[config.mk]
export PLATFORM = sky130hd
export DESIGN_NAME = vis_centroid
export DESIGN_NICKNAME = d
export VERILOG_FILES = /design/src/rtl/vis_pkg.sv /design/src/rtl/vis_div_seq.sv /design/src/rtl/vis_centroid.sv
export SDC_FILE = /design/constraint.sdc
export NUM_CORES = 1
export LEC_CHECK = 0
export BUFFER_PORTS_ARGS = -buffer_cell sky130_fd_sc_hd__buf_2
export CAP_MARGIN = 20
export CELL_PAD_IN_SITES_DETAIL_PLACEMENT = 1
export CELL_PAD_IN_SITES_GLOBAL_PLACEMENT = 2
export CORE_ASPECT_RATIO = 0.6
export CORE_MARGIN = 3
export CORE_UTILIZATION = 42
export DETAILED_ROUTE_END_ITERATION = 12
export PLACE_DENSITY = 0.92
export SYNTH_ARGS = -nofsm -noshare
export SYNTH_HDL_FRONTEND = slang
export SYNTH_HIERARCHICAL = 1
export SYNTH_SLANG_ARGS = --single-unit
export TNS_END_PERCENT = 30
[constraint.sdc]
create_clock -name clk -period 4.4 [get_ports clk]
set_input_delay 0.66 -clock clk [delete_from_list [all_inputs] [get_ports clk]]
set_output_delay 0.66 -clock clk [all_outputs]
set_load 0.01 [all_outputs]
[src/rtl/vis_pkg.sv]
// Shared widths, divider iteration count and FSM state encoding for the
// vis_centroid frame-centroid block.
package vis_pkg;

  localparam int M00_W     = 20;
  localparam int M10_W     = 32;
  localparam int M01_W     = 32;
  localparam int COORD_W   = 11;
  localparam int DIV_ITER  = 32;
  localparam int DIV_CNT_W = $clog2(DIV_ITER);

  typedef enum logic [1:0] {
    ST_IDLE = 2'd0,
    ST_DIV  = 2'd1,
    ST_DONE = 2'd2
  } vis_state_e;

endpackage

[src/rtl/vis_div_seq.sv]
// Sequential restoring divider: one quotient bit per cycle, fixed DIV_ITER
// cycles after start, then a one-cycle done pulse with the floor quotient.
module vis_div_seq
  import vis_pkg::*;
#(
  parameter int DVD_W = M10_W,
  parameter int DVS_W = M00_W,
  parameter int Q_W   = COORD_W
) (
  input  logic             clk,
  input  logic             rst,
  input  logic             start,
  input  logic [DVD_W-1:0] dividend,
  input  logic [DVS_W-1:0] divisor,
  output logic [Q_W-1:0]   quotient,
  output logic             done
);

  logic [DVD_W-1:0]     dvd_r;
  logic [DVS_W-1:0]     dvs_r;
  logic [DVS_W-1:0]     rem_r;
  logic [DIV_CNT_W-1:0] cnt_r;
  logic                 busy_r;
  logic                 done_r;
  logic [DVS_W:0]       trial_s;
  logic                 ge_s;
  logic [DVS_W-1:0]     rem_next_s;

  // Trial subtraction; when it succeeds the remainder is below the divisor,
  // so the low DVS_W bits of the difference are exact.
  always_comb begin
    trial_s = {rem_r, dvd_r[DVD_W-1]};
    ge_s    = (trial_s >= {1'b0, dvs_r});
    if (ge_s) begin
      rem_next_s = trial_s[DVS_W-1:0] - dvs_r;
    end else begin
      rem_next_s = trial_s[DVS_W-1:0];
    end
  end

  // Operand load on start, then shift quotient bits into the dividend register.
  always_ff @(posedge clk) begin
    if (rst) begin
      dvd_r  <= {DVD_W{1'b0}};
      dvs_r  <= {DVS_W{1'b0}};
      rem_r  <= {DVS_W{1'b0}};
      cnt_r  <= {DIV_CNT_W{1'b0}};
      busy_r <= 1'b0;
      done_r <= 1'b0;
    end else if (start) begin
      dvd_r  <= dividend;
      dvs_r  <= divisor;
      rem_r  <= {DVS_W{1'b0}};
      cnt_r  <= {DIV_CNT_W{1'b0}};
      busy_r <= 1'b1;
      done_r <= 1'b0;
    end else if (busy_r) begin
      dvd_r <= {dvd_r[DVD_W-2:0], ge_s};
      rem_r <= rem_next_s;
      cnt_r <= cnt_r + {{(DIV_CNT_W-1){1'b0}}, 1'b1};
      if (cnt_r == DIV_CNT_W'(DIV_ITER - 1)) begin
        busy_r <= 1'b0;
        done_r <= 1'b1;
      end else begin
        done_r <= 1'b0;
      end
    end else begin
      done_r <= 1'b0;
    end
  end

  assign quotient = dvd_r[Q_W-1:0];
  assign done     = done_r;

endmodule

[src/rtl/vis_centroid.sv]
// Per-frame mask centroid: moment accumulation, snapshot at vsync rise, two
// parallel dividers. Optional macro VIS_CENTROID_MIN_AREA_EN enables MIN_AREA.
module vis_centroid
  import vis_pkg::*;
#(
  parameter int IMG_W    = 1280,
  parameter int IMG_H    = 720,
  parameter int MIN_AREA = 64
) (
  input  logic               clk,
  input  logic               rst,
  input  logic               de,
  input  logic               hsync,
  input  logic               vsync,
  input  logic               mask,
  output logic [COORD_W-1:0] x_center,
  output logic [COORD_W-1:0] y_center,
  output logic               valid,
  output logic               overrun
);

  localparam logic [COORD_W-1:0] X_LAST = COORD_W'(IMG_W - 1);
  localparam logic [COORD_W-1:0] Y_LAST = COORD_W'(IMG_H - 1);
  localparam logic [COORD_W-1:0] X_RST  = COORD_W'(IMG_W / 2);
  localparam logic [COORD_W-1:0] Y_RST  = COORD_W'(IMG_H / 2);

  logic               vsync_r;
  logic [COORD_W-1:0] x_pos_r, y_pos_r;
  logic [M00_W-1:0]   m00_r, snap_m00_r;
  logic [M10_W-1:0]   m10_r, snap_m10_r;
  logic [M01_W-1:0]   m01_r, snap_m01_r;
  vis_state_e         state_r, next_state_s;
  logic               start_r;
  logic               frame_end_s, area_ok_s, div_start_s, overrun_set_s;
  logic [COORD_W-1:0] x_quot_s, y_quot_s;
  logic               x_done_s, y_done_s;
  logic [COORD_W-1:0] x_center_r, y_center_r;
  logic               valid_r, overrun_r;

  assign frame_end_s = vsync & ~vsync_r;

`ifdef VIS_CENTROID_MIN_AREA_EN
  assign area_ok_s = (m00_r >= M00_W'(MIN_AREA));
`else
  assign area_ok_s = (m00_r != {M00_W{1'b0}});
`endif

  // vsync history and raster position counters.
  always_ff @(posedge clk) begin
    if (rst) begin
      vsync_r <= 1'b0;
      x_pos_r <= {COORD_W{1'b0}};
      y_pos_r <= {COORD_W{1'b0}};
    end else begin
      vsync_r <= vsync;
      if (vsync) begin
        x_pos_r <= {COORD_W{1'b0}};
        y_pos_r <= {COORD_W{1'b0}};
      end else if (de) begin
        if (x_pos_r == X_LAST) begin
          x_pos_r <= {COORD_W{1'b0}};
          y_pos_r <= (y_pos_r == Y_LAST) ? {COORD_W{1'b0}} : y_pos_r + {{(COORD_W-1){1'b0}}, 1'b1};
        end else begin
          x_pos_r <= x_pos_r + {{(COORD_W-1){1'b0}}, 1'b1};
        end
      end
    end
  end

  // Moment accumulators; frame end snapshots them (only when idle) and restarts at zero.
  always_ff @(posedge clk) begin
    if (rst) begin
      m00_r      <= {M00_W{1'b0}};
      m10_r      <= {M10_W{1'b0}};
      m01_r      <= {M01_W{1'b0}};
      snap_m00_r <= {M00_W{1'b0}};
      snap_m10_r <= {M10_W{1'b0}};
      snap_m01_r <= {M01_W{1'b0}};
    end else if (frame_end_s) begin
      if (state_r == ST_IDLE) begin
        snap_m00_r <= m00_r;
        snap_m10_r <= m10_r;
        snap_m01_r <= m01_r;
      end
      m00_r <= {M00_W{1'b0}};
      m10_r <= {M10_W{1'b0}};
      m01_r <= {M01_W{1'b0}};
    end else if (de && mask) begin
      m00_r <= m00_r + {{(M00_W-1){1'b0}}, 1'b1};
      m10_r <= m10_r + M10_W'(x_pos_r);
      m01_r <= m01_r + M01_W'(y_pos_r);
    end
  end

  // State register and registered divider start (dividers load the snapshot).
  always_ff @(posedge clk) begin
    if (rst) begin
      state_r <= ST_IDLE;
      start_r <= 1'b0;
    end else begin
      state_r <= next_state_s;
      start_r <= div_start_s;
    end
  end

  // Next-state logic; a frame end while busy only raises overrun.
  always_comb begin
    next_state_s  = state_r;
    div_start_s   = 1'b0;
    overrun_set_s = 1'b0;
    case (state_r)
      ST_IDLE: begin
        if (frame_end_s && area_ok_s) begin
          next_state_s = ST_DIV;
          div_start_s  = 1'b1;
        end else begin
          next_state_s = ST_IDLE;
        end
      end
      ST_DIV: begin
        overrun_set_s = frame_end_s;
        if (x_done_s && y_done_s) begin
          next_state_s = ST_DONE;
        end else begin
          next_state_s = ST_DIV;
        end
      end
      ST_DONE: begin
        overrun_set_s = frame_end_s;
        next_state_s  = ST_IDLE;
      end
      default: begin
        next_state_s = ST_IDLE;
      end
    endcase
  end

  vis_div_seq #(.DVD_W(M10_W), .DVS_W(M00_W), .Q_W(COORD_W)) u_div_x (
    .clk      (clk),
    .rst      (rst),
    .start    (start_r),
    .dividend (snap_m10_r),
    .divisor  (snap_m00_r),
    .quotient (x_quot_s),
    .done     (x_done_s)
  );

  vis_div_seq #(.DVD_W(M01_W), .DVS_W(M00_W), .Q_W(COORD_W)) u_div_y (
    .clk      (clk),
    .rst      (rst),
    .start    (start_r),
    .dividend (snap_m01_r),
    .divisor  (snap_m00_r),
    .quotient (y_quot_s),
    .done     (y_done_s)
  );

  // Result registers: loaded as the FSM enters DONE, so valid is high exactly in DONE.
  always_ff @(posedge clk) begin
    if (rst) begin
      x_center_r <= X_RST;
      y_center_r <= Y_RST;
      valid_r    <= 1'b0;
      overrun_r  <= 1'b0;
    end else begin
      if ((state_r == ST_DIV) && x_done_s && y_done_s) begin
        x_center_r <= x_quot_s;
        y_center_r <= y_quot_s;
        valid_r    <= 1'b1;
      end else begin
        valid_r    <= 1'b0;
      end
      if (overrun_set_s) begin
        overrun_r <= 1'b1;
      end
    end
  end

  assign x_center = x_center_r;
  assign y_center = y_center_r;
  assign valid    = valid_r;
  assign overrun  = overrun_r;

endmodule

# Yosys cells after proc, flatten, opt, wreduce, memory -nomap -nowiden
# Index checks and enable logic that the tools add are counted.
# totals
regBits	356
output_inout_bits	24
elab_cells	88
# classes
n_addsub	9
magnitude_cmp	2
n_eq_ne	6
mux	22
bitwise	5
reduce_logical	18
# op_table
op	n
32-bit two-way mux	4
32-bit by 11-bit adder with 32-bit output	2
21-bit by 20-bit greater-or-equal comparator with 1-bit output	2
20-bit two-way mux	2
20-bit subtractor	2
11-bit by 1-bit adder with 11-bit output, second input constant	2
11-bit two-way mux	2
20-bit by 1-bit adder with 20-bit output, second input constant	1
20-bit nonzero test	1
1-bit two-way mux	12
11-bit by 10-bit == test with 1-bit output, second input constant	1
11-bit == test, second input constant	1
5-bit by 1-bit adder with 5-bit output, second input constant	2
5-bit == test, second input constant	2
2-bit OR reduction	5
3-bit OR reduction	2
1-bit logical AND	5
1-bit NOT	4
2-bit case mux with 2 select lines	1
2-bit AND reduction	2
2-bit nonzero test	2
2-bit by 1-bit == test with 1-bit output, second input constant	1
2-bit == test, second input constant	1
2-bit zero test	1
other kinds (2)	2

# Depth between registers and ports, before layout
# logic_depth
word_depth	5
ltp_mapped	12

# Cells and area by module
# Netlist, hierarchy kept.
# by_module_without_submodules
mod	n_inst	cells_each	area_per_inst_um2	seq_area_each_um2
vis_centroid	1	1172	9495.4	4364.2
vis_div_seq (u_div_y)	1	547	4573.1	1581.5
vis_div_seq (u_div_x)	1	537	4516.8	1581.5

# Worst setup path after synthesis
# No wires, ideal clock.
# synth_path
path_kind	register to register
start	register u_div_y.dvs_r[1]
end	register u_div_y.rem_r[0]
setup_time_ns	0.122
t_arrival_ns	2.349
setup_slack_ns	1.929
path_stages_with_launch	11
n_path_buf	1
path_cell_list	dfxtp_1 > inv_1 > ha_1 > nor2b_1 > o31a_1 > o31a_1 > a2111oi_4 > or2_1 > buf_6 > nor4_4 > a311o_1
# synth_between
elab_chain_cells	2
# synth_rtl
item	line	text
start: declaration	vis_div_seq.sv:20	logic [DVS_W-1:0] dvs_r;
start signal: assignment	vis_div_seq.sv:45	dvs_r <= {DVS_W{1'b0}};
start signal: assignment	vis_div_seq.sv:52	dvs_r <= divisor;
21-bit by 20-bit greater-or-equal comparator with 1-bit output	vis_div_seq.sv:33	ge_s = (trial_s >= {1'b0, dvs_r});
20-bit two-way mux	vis_div_seq.sv:34	if (ge_s) begin
end signal: assignment	vis_div_seq.sv:46	rem_r <= {DVS_W{1'b0}};
end signal: assignment	vis_div_seq.sv:53	rem_r <= {DVS_W{1'b0}};
end signal: assignment	vis_div_seq.sv:59	rem_r <= rem_next_s;
end: declaration	vis_div_seq.sv:21	logic [DVS_W-1:0] rem_r;
# No other way between the ends.
# A chain may end at the register's enable or synchronous reset.

# Worst setup path after layout
# layout_path
start	register u_div_y.dvs_r[9]
end	register u_div_y.rem_r[0]
# The elaborated chain is that of the path after synthesis.

==> results.toml <==
[clocking]
cts_tree = "yes"
post_cts_buffers = 0
cts_buffers = 38
clock_sinks = 376
clock_path_buffers = 3
cts.clk_slew.worst_paths_ns = 0.06
htree_num_levels = 2
clk_latency_ns = 0.54
postCtsHoldBufs = 0
cts-resized-gates = 0
ctsRootBufferMaster = "clkbuf_16"

[die]
initial_core_util = 0.427
die_area_um2 = 46900
num_rows = 59
die_w_um = 278
io_pins = 30
die_h_um = 169
core_area_um2 = 43500

[drt]
drt_first_iter_violations = 897
drc = 0
wl_mm = 52.8
routedWlPerCell_um = 18.8
final_antenna_net_count = 0
drtPass1Iterations = 5
num_vias = 15681
viasPerCell = 5.59

[timing]
timing.final.crit_share = 0.695
drv_slew = 0
tightest_slew_ns = 1.00
fin_tns_setup_ns = 0
fin_skew_ns = 0.0114
fin_crit_ns = 3.06
rsz0062_at_grt = "false"
finalSetupViolCount = 0
hold_violations = 0
max_freq_mhz = 327
relSlewSlack = 0.330

[power_and_ir_drop]
ir_drop_mv = 0.273
power_density_nw_per_um2 = 364
leakagePower_nw = 7.47

[worst_setup_path]
crit_family = "simple AND/OR/NAND/NOR gates"
cp-start-kind = "register"
crit_fanout = 21
worstPathArrival_ns = 3.48
reg2reg_slack_ns = 1.34
crit_start = "u_div_y/dvs_r[9]"
r2r_cells = 9
cp_num_cells = 9
cp.required_ns = 4.82
crit_type = "register to register"
r2r_start = "u_div_y/dvs_r[9]"
max_stage_delay_ns = 0.61
r2r_end = "u_div_y/rem_r[0]"
crit_buf_inv = 1
endpoint = "u_div_y/rem_r[0]"
worstSetupEndpointType = "register"
crit_path_cell_trace = "inv_1 > ha_1 > and4_1 > nand3_1 > o21ai_4 > o31ai_2 > nor2_4 > nor4_1 > a311o_1"
slowest_stage = "nor2_4"

[synthesis]
synth_fp_nets = 2338
synth_top_flop_cell = "dfxtp_1"
synth_area_um2 = 18600
avgSynthCellArea_um2 = 8.24
ys_ff_latch = 376
seq_area_frac_synth = 0.405
synth_edf_count = 0
yosysUniqueCellTypes = 91
async_flop_share = 0
yosys_warnings = 6
synth_cells = 2256

[placement]
place_hpwl_mm = 37.2
io_buffer_count = 28
dp_cells = 2736
routabilityCongestion = 0.848
dpl_cell_area_um2 = 18900

[run]
max-cap-violations = 0

[worst_hold_path]
hold_class = "input pin to register"

[layout]
areaGrowthSynthToFinish_pct = 8.88
layout.cells.non_filler = 2805
utilization = 0.465
antenna_cells = 0
final_cell_mix = "373 x dfxtp_1, 306 x nor2_1, 302 x nand2_1"
nNetsFinal = 2280
drive_above_1_share = 0.0692
mostFrequentLayoutCell = "dfxtp_1"
final_cell_area_um2 = 20200

[status]
outcome = "finished, final reports clean"

[global_route]
grt_overflow_total = 0
grt_usage = 0.222
grt_pass1_wl_mm = 85.9
antenna_found_initial = 0
grt_pass1_vias = 15844
grt_max_degree = 81
per-stage QoR:
| stage | hold WS (ns) | power [mW] | setup WS (ns) |
|---|---|---|---|
| floorplan | 0.436 | 3.95 | 1.93 |
| global placement | 0.442 | 4.04 | 1.44 |
| detailed placement | 0.450 | 4.06 | 1.34 |
| CTS | 0.376 | 7.44 | 1.30 |
| global route | 0.396 | 7.64 | 1.13 |
| finish | 0.389 | 7.36 | 1.34 |
registers in the layout, indices dropped and copies added, names as in the netlist, 2 cells and up:
name	flops
u_div_y/cnt_r	5
u_div_y/rem_r	20
y_center	11
x_center	11
y_pos_r	11
snap_m00_r	20
u_div_x/dvd_r	32
u_div_x/rem_r	20
u_div_x/cnt_r	5
snap_m01_r	32
u_div_y/dvd_r	32
x_pos_r	11
u_div_y/dvs_r	20
state_r	2
snap_m10_r	32
u_div_x/dvs_r	20
m01_r	32
m10_r	32
m00_r	20
cell usage after synthesis (24+ instances only):
cell / instances / area share
a211oi_1: 36 / 0.015
nand4_1: 27 / 0.0091
nor3_1: 24 / 0.0065
nand2_1: 303 / 0.061
nor2_1: 306 / 0.062
dfxtp_1: 376 / 0.41
clkbuf_1: 102 / 0.021
xnor2_1: 59 / 0.028
xor2_1: 45 / 0.021
inv_1: 69 / 0.014
o21ai_0: 77 / 0.021
ha_1: 72 / 0.048
nand3_1: 52 / 0.014
a21o_1: 25 / 0.010
mux2i_1: 139 / 0.075
buf_4: 24 / 0.0097
a21oi_1: 273 / 0.074
area by class of cell:
type	count	area, um2
multi-input cells	1664	10100
clock buffers	56	1130
inverters	69	259
fillers	5168	23200
well taps	579	724
flip-flops and latches	376	7540
repair buffers	49	329
clock inverters	12	149
report_power, final:
group | switching (mW) | internal (mW)
Sequential | 0.0175 | 3.42
Combinational | 0.364 | 0.193
Clock | 1.40 | 1.97
worst min path at each step:
stage / startpoint / to / cells after the start
3_5_place_dp: snap_m01_r[27] / snap_m01_r[27] / 2
5_1_grt: vsync / vsync_r / 2
3_3_place_gp: y_center[7] / y_center[7] / 2
6_report: vsync / vsync_r / 2
2_1_floorplan: snap_m01_r[10] / snap_m01_r[10] / 2
4_1_cts: vsync / vsync_r / 2
layer usage:
metal | GRT usage | vias to the layer above | wire (um)
li1 | - | 7660 | -
met1 | 0.324 | 7753 | 27000
met2 | 0.344 | 204 | 22600
met3 | 0.0342 | 64 | 2090
met4 | 0.0513 | 0 | 1010
met5 | 0 | - | 0
kinds of logic after synthesis:
kind of cell    after synthesis  synth area share
compound gates              510             0.164
flops                       376             0.405
mux                         140            0.0757
fa+ha+maj                    76            0.0528
buf+inv                     216            0.0514
xor+xnor                    104            0.0490
simple gates                834             0.202
No activity file was read; power rests on OpenSTA's default activity.
